==> src/rtl/audio_level_sampler.sv <==
// rtl/audio_level_sampler.sv - block-average magnitude sampler with interrupt handshake
module audio_level_sampler #(
  parameter int SAMPLE_WIDTH = 16,
  parameter int AVG_LOG2     = 8
) (
  input  logic                    clk,
  input  logic                    reset_n,
  input  logic                    sample_valid,
  input  logic [SAMPLE_WIDTH-1:0] sample_data,
  input  logic                    interrupt_ack,
  output logic [7:0]              input_data,
  output logic                    interrupt_event,
  output logic                    data_pending,
  output logic                    overrun
);

  localparam int MW = SAMPLE_WIDTH - 1;
  localparam int AW = MW + AVG_LOG2;

  typedef enum logic {IDLE, PENDING} state_t;

  state_t              state_q, state_d;
  logic [AW-1:0]       acc_q, acc_d;
  logic [AVG_LOG2-1:0] cnt_q, cnt_d;
  logic [7:0]          data_q, data_d;
  logic                event_q, event_d;
  logic                overrun_q, overrun_d;

  logic [SAMPLE_WIDTH-1:0] neg_s;
  logic [MW-1:0]           mag;
  logic [AW-1:0]           sum;
  logic                    block_done;

  // Negating the most negative code leaves its sign bit set; saturate that case.
  always_comb begin
    neg_s = ~sample_data + 1'b1;
    if (!sample_data[SAMPLE_WIDTH-1])
      mag = sample_data[MW-1:0];
    else if (neg_s[SAMPLE_WIDTH-1])
      mag = {MW{1'b1}};
    else
      mag = neg_s[MW-1:0];
  end

  assign sum        = acc_q + {{AVG_LOG2{1'b0}}, mag};
  assign block_done = sample_valid && (cnt_q == {AVG_LOG2{1'b1}});

  always_comb begin
    acc_d     = acc_q;
    cnt_d     = cnt_q;
    data_d    = data_q;
    event_d   = block_done;
    overrun_d = overrun_q;
    state_d   = state_q;
    if (sample_valid) begin
      cnt_d = cnt_q + 1'b1;
      acc_d = block_done ? '0 : sum;
    end
    // Shifting sum by AVG_LOG2 and taking avg[MW-1 -: 8] is the top byte of sum.
    if (block_done)
      data_d = sum[AW-1 -: 8];
    case (state_q)
      IDLE: begin
        if (block_done) state_d = PENDING;
      end
      PENDING: begin
        if (block_done) begin
          state_d = PENDING;
          if (!interrupt_ack) overrun_d = 1'b1;
        end else if (interrupt_ack) begin
          state_d = IDLE;
        end
      end
      default: state_d = IDLE;
    endcase
  end

  always_ff @(posedge clk or negedge reset_n) begin
    if (!reset_n) begin
      state_q   <= IDLE;
      acc_q     <= '0;
      cnt_q     <= '0;
      data_q    <= '0;
      event_q   <= 1'b0;
      overrun_q <= 1'b0;
    end else begin
      state_q   <= state_d;
      acc_q     <= acc_d;
      cnt_q     <= cnt_d;
      data_q    <= data_d;
      event_q   <= event_d;
      overrun_q <= overrun_d;
    end
  end

  assign input_data      = data_q;
  assign interrupt_event = event_q;
  assign data_pending    = (state_q == PENDING);
  assign overrun         = overrun_q;

endmodule

==> config.mk <==
export PLATFORM = sky130hd
export DESIGN_NAME = audio_level_sampler
export DESIGN_NICKNAME = d
export VERILOG_FILES = /design/src/rtl/audio_level_sampler.sv
export SDC_FILE = /design/constraint.sdc
export NUM_CORES = 1
export LEC_CHECK = 0
export BUFFER_PORTS_ARGS = -buffer_cell sky130_fd_sc_hd__buf_4
export CAP_MARGIN = 10
export CORE_MARGIN = 2
export CORE_UTILIZATION = 64
export DETAILED_ROUTE_END_ITERATION = 10
export PLACE_DENSITY = 0.9
export SLEW_MARGIN = 10
export SYNTH_ARGS = -nofsm -noshare
export SYNTH_HDL_FRONTEND = slang
export SYNTH_SLANG_ARGS = --single-unit
export TNS_END_PERCENT = 30
==> constraint.sdc <==
create_clock -name clk -period 4.8 [get_ports clk]
set_input_delay 0.72 -clock clk [delete_from_list [all_inputs] [get_ports clk]]
set_output_delay 0.72 -clock clk [all_outputs]
set_load 0.01 [all_outputs]
==> qor_table.md <==
| Step | Parameter | Value |
| --- | --- | --- |
| routing | Pre-Repair DR Iteration Count | 4 |
| floorplan | Area of the die | 0.00509 mm² |
| placement | Buffers added on ports | 30 |
| logic synthesis | Instance count of the mapped netlist | 329 |
| floorplan | Die extent in y | 71.3 µm |
| power and ir drop | Power Dens Cells | 529 mW/mm² |
| logic synthesis | Fraction of registers with async set or reset after synthesis | 1.00 |
| sta | Worst setup slack after layout | 0.615 ns |
| worst setup path | Reg2reg start | acc_q[0] |
| power and ir drop | Leakage power summed over all cells | 1.55 nW |
| global routing | Maximum number of pins on one net before global-route repair | 43 |
| logic synthesis | Post-Synth XOR/XNOR Area | 0.109 |
| floorplan | Die Wd | 71.3 µm |
| cells and area | Fill count | 336 |
| cells and area | Growth of design area from synthesis to finish | 12.8% |
| sta | Worst Skew | 0.00802 ns |
| logic synthesis | Library cell with the highest instance count after synthesis | dfrtp_1 |
| worst setup path | Cells along the critical path | buf_4 -> or3_4 -> or3_4 -> nor3_1 -> nand4b_1 -> buf_4 -> nand2_1 -> ha_1 -> inv_1 -> fa_1 -> nor2b_1 -> o31ai_1 -> a21oi_1 -> nor2_1 -> o22ai_1 -> o21ai_0 -> a22o_1 |
| power and ir drop | Total power | 1.73 mW |
| clock tree | Cell at the root of the clock tree | clkbuf_8 |
| status | Outcome | finished clean |
| logic synthesis | EDFF count, synth | 0 |
| logic synthesis | Largest family of logic cells by synthesized area | compound AO/OA/AOI/OAI gates |
| clock tree | Clock transition at path regs | 0.09 ns |
| logic synthesis | Sequential share of the synthesized area | 0.362 |
| routing | Overall routed net length | 5910 µm |
| worst setup path | Arrival @ worst endpoint | 4.37 ns |
| routing | Post-route antenna net violation count | 0 |
| sta | Minimum clock period after layout | 4.19 ns |
| logic synthesis | Yosys cell types | 44 |
| logic synthesis | Number of nets produced by synthesis | 369 |
| logic synthesis | Top cell type by total area after synthesis | dfrtp_1 |
| clock tree | Clock Tree Buf Depth | 2 |
| logic synthesis | Area fraction in compound gates after synthesis | 0.215 |
| cells and area | Final cell count without fillers | 409 |
| worst setup path | Largest incremental delay on the critical path | 0.39 ns |
| worst setup path | Cell with the largest stage delay on the worst path | fa_1 |
| global routing | Global-route wire length before repair | 10,700 µm |
| global routing | Number of antenna violations at the first check in global routing | 0 |
| placement | Cell count after placement | 401 |
| sta | Highest clock frequency the design can meet | 239 MHz |
| sta | Hold slack final | 0.408 ns |
| clock tree | CTS-repair resized insts | 0 |
| clock tree | Number of buffers inserted for hold repair after clock tree synthesis | 0 |
| logic synthesis | Syn avg cell area | 8.82 µm² |
| power and ir drop | Portion of total power attributed to sequential cells | 0.335 |
| placement | Pre-CTS worst setup slack | 0.368 ns |
| floorplan | Std cell rows | 24 |
| logic synthesis | Synth Area in Adders | 0.0889 |
| cells and area | Fin util | 0.751 |
| worst setup path | CP bufs+invs | 3 |
| power and ir drop | Net load switching power | 0.699 mW |
| worst setup path | Reg-to-reg critical path endpoint | acc_q[16] |
| worst setup path | Critical-path maximum fanout | 13 |
| global routing | Total congestion overflow after global routing | 0 |
| sta | Share of the clock period used by the worst path | 0.872 |
| placement | HPWL after detailed placement | 4350 µm |
| sta | Final-report max-slew violation count | 0 |
| sta | Final setup TNS | 0 ns |
| logic synthesis | Portion of synthesized cell area occupied by the leading cell type | 0.362 |
| floorplan | Placeable core region | 0.00435 mm² |
| power and ir drop | Fraction of power spent switching nets | 0.404 |
| logic synthesis | Post-synthesis instance area | 0.00290 mm² |
| hold path | Class of the most critical hold timing path | in2async |
| power and ir drop | Clk pwr share | 0.162 |
| flow run | Max-cap violations | 0 |
| global routing | Tot GR Track Use | 0.258 |
| clock tree | Clock Sinks | 42 |
| logic synthesis | Multiplexer share of the synthesized area | 0.0147 |
| cells and area | Post-route cell area | 0.00327 mm² |
| power and ir drop | Worst supply voltage drop on vdd | 0.216 mV |
| logic synthesis | Cells taking the most area after synthesis | dfrtp_1, ha_1, xnor2_1, nand2_1, o21ai_0 |
| cells and area | N_diodes | 0 |
| logic synthesis | Predominant post-synthesis flop cell | dfrtp_1 |
| clock tree | Worst-Skew Late Latency | 0.29 ns |
| clock tree | TritonCTS clock tree | yes |
| logic synthesis | Yosys synthesis warning count | 0 |
| worst setup path | Crit path kind | in2reg |
| routing | Drc violations | 0 |
| power and ir drop | Cell-internal power | 1.03 mW |
| floorplan | Starting density of the core | 0.666 |
| clock tree | CTS HTree Levels | 2 |
| logic synthesis | Top cells by instance count after synthesis | dfrtp_1, nand2_1, o21ai_0 |
| logic synthesis | Area share of and/or/nand/nor cells after synthesis | 0.167 |
| cells and area | Number of nets in the layout | 396 |
| global routing | Via count of the first global-routing pass | 2,413 |
| sta | Slew at the pin with the worst max-slew slack | 0.761 ns |
| sta | Final setup fails | 0 |
| worst setup path | Worst-case register-to-register setup slack | 2.30 ns |
| power and ir drop | Comb power frac | 0.502 |
| placement | Placement-stage cell area | 0.00316 mm² |
| routing | Routed via count | 2,419 |
| worst setup path | Category of the worst setup path capture point | flop |
| floorplan | Number of placed I/O pins | 31 |
| sta | Unrepaired setup endpoints after global routing | no |
| clock tree | Number of buffers inserted during clock tree synthesis | 5 |
| routing | Routed wire length per instance | 14.5 µm |
| placement | Final GP Congestion | 0.903 |
| sta | Final Hold Fails | 0 |
| worst setup path | Setup crit start kind | input port |
| worst setup path | Length in cells of the worst reg-to-reg path | 10 |
| worst setup path | Top delay family on crit path | simple AND/OR/NAND/NOR gates |
| clock tree | Setup repair bufs after CTS | 0 |
| logic synthesis | Number of storage elements in the synthesis netlist | 42 |
| cells and area | Fraction of final layout cells sized beyond drive strength 1 | 0.137 |
| routing | Via density per instance | 5.91 |
| worst setup path | Critical path data required time | 4.99 ns |
| routing | Starting DRC count in detailed routing | 230 |
| sta | Worst-case headroom to the max-slew limit | 0.491 |
==> state kept, by name (all words and copies together), names as in the netlist <==
signal	cells
acc_q	23
cnt_q	8
data_pending	1
input_data	8
interrupt_event	1
overrun	1
==> logic make-up (layout without fill, tap and decap cells) <==
family	Yosys count	in the layout
AO/OA/AOI/OAI	96	96
XOR/XNOR	36	36
adder cells (fa/ha/maj)	20	20
buffers and inverters	34	62
flip-flops	42	42
multiplexers	4	4
AND/OR/NAND/NOR	97	97
==> worst reg2reg max path, delay by kind of cell (launching register included) <==
family / cells / cell delay (ns)
compound gates: 5 / 1.10
fa+ha+maj: 2 / 0.57
buf+inv: 1 / 0.06
flops: 1 / 0.35
simple gates: 2 / 0.32
==> cell type report <==
class                           instances  area, µm²  area share
Tap cell                               52       65.1      0.0199
Clock inverter                          2       37.5      0.0115
Clock buffer                            6       72.6      0.0222
Multi-Input combinational cell        253       1720       0.526
Sequential cell                        42       1050       0.321
Inverter                               22       82.6      0.0252
Timing Repair Buffer                   32        240      0.0735
==> cells in the final DEF, fill, tap and decap left out, drive strengths merged, types with 6 or more instances in the layout <==
master   n
a21o     7
a21oi   18
buf     32
clkbuf   6
dfrtp   42
ha      19
inv     22
nand2   40
nand2b   8
nand3    8
nand4    8
nor2    12
o21ai   30
o22ai   13
or3      6
xnor2   20
xor2    16
==> metal layers <==
metal / up-vias / share of wire / global-route usage
met2: 66 / 0.48 / 0.438
li1: 1222 / - / -
met4: 0 / 0.022 / 0.0881
met1: 1117 / 0.46 / 0.336
met5: - / 0 / 0
met3: 14 / 0.040 / 0.0408
==> how the worst max path moves through the flow <==
stage,cells past startpoint,start,slack [ns],endpoint
final,17,sample_data[5],0.61,acc_q[16]
after CTS,17,sample_data[5],0.63,acc_q[16]
after global routing,17,sample_data[5],0.24,acc_q[16]
after detailed placement,17,sample_data[5],0.37,acc_q[22]
after global placement,17,sample_data[5],0.56,acc_q[16]
after floorplan,14,sample_data[5],0.80,acc_q[17]
==> power by group through the flow <==
stage | clock (mW) | sequential [mW] | combinational (mW)
2_1_floorplan | 0 | 0.549 | 0.706
3_3_place_gp | 0 | 0.575 | 0.822
3_5_place_dp | 0 | 0.583 | 0.852
4_1_cts | 0.284 | 0.578 | 0.864
5_1_grt | 0.294 | 0.598 | 0.982
6_report | 0.281 | 0.581 | 0.870
Power figures use the tool's default switching activity.
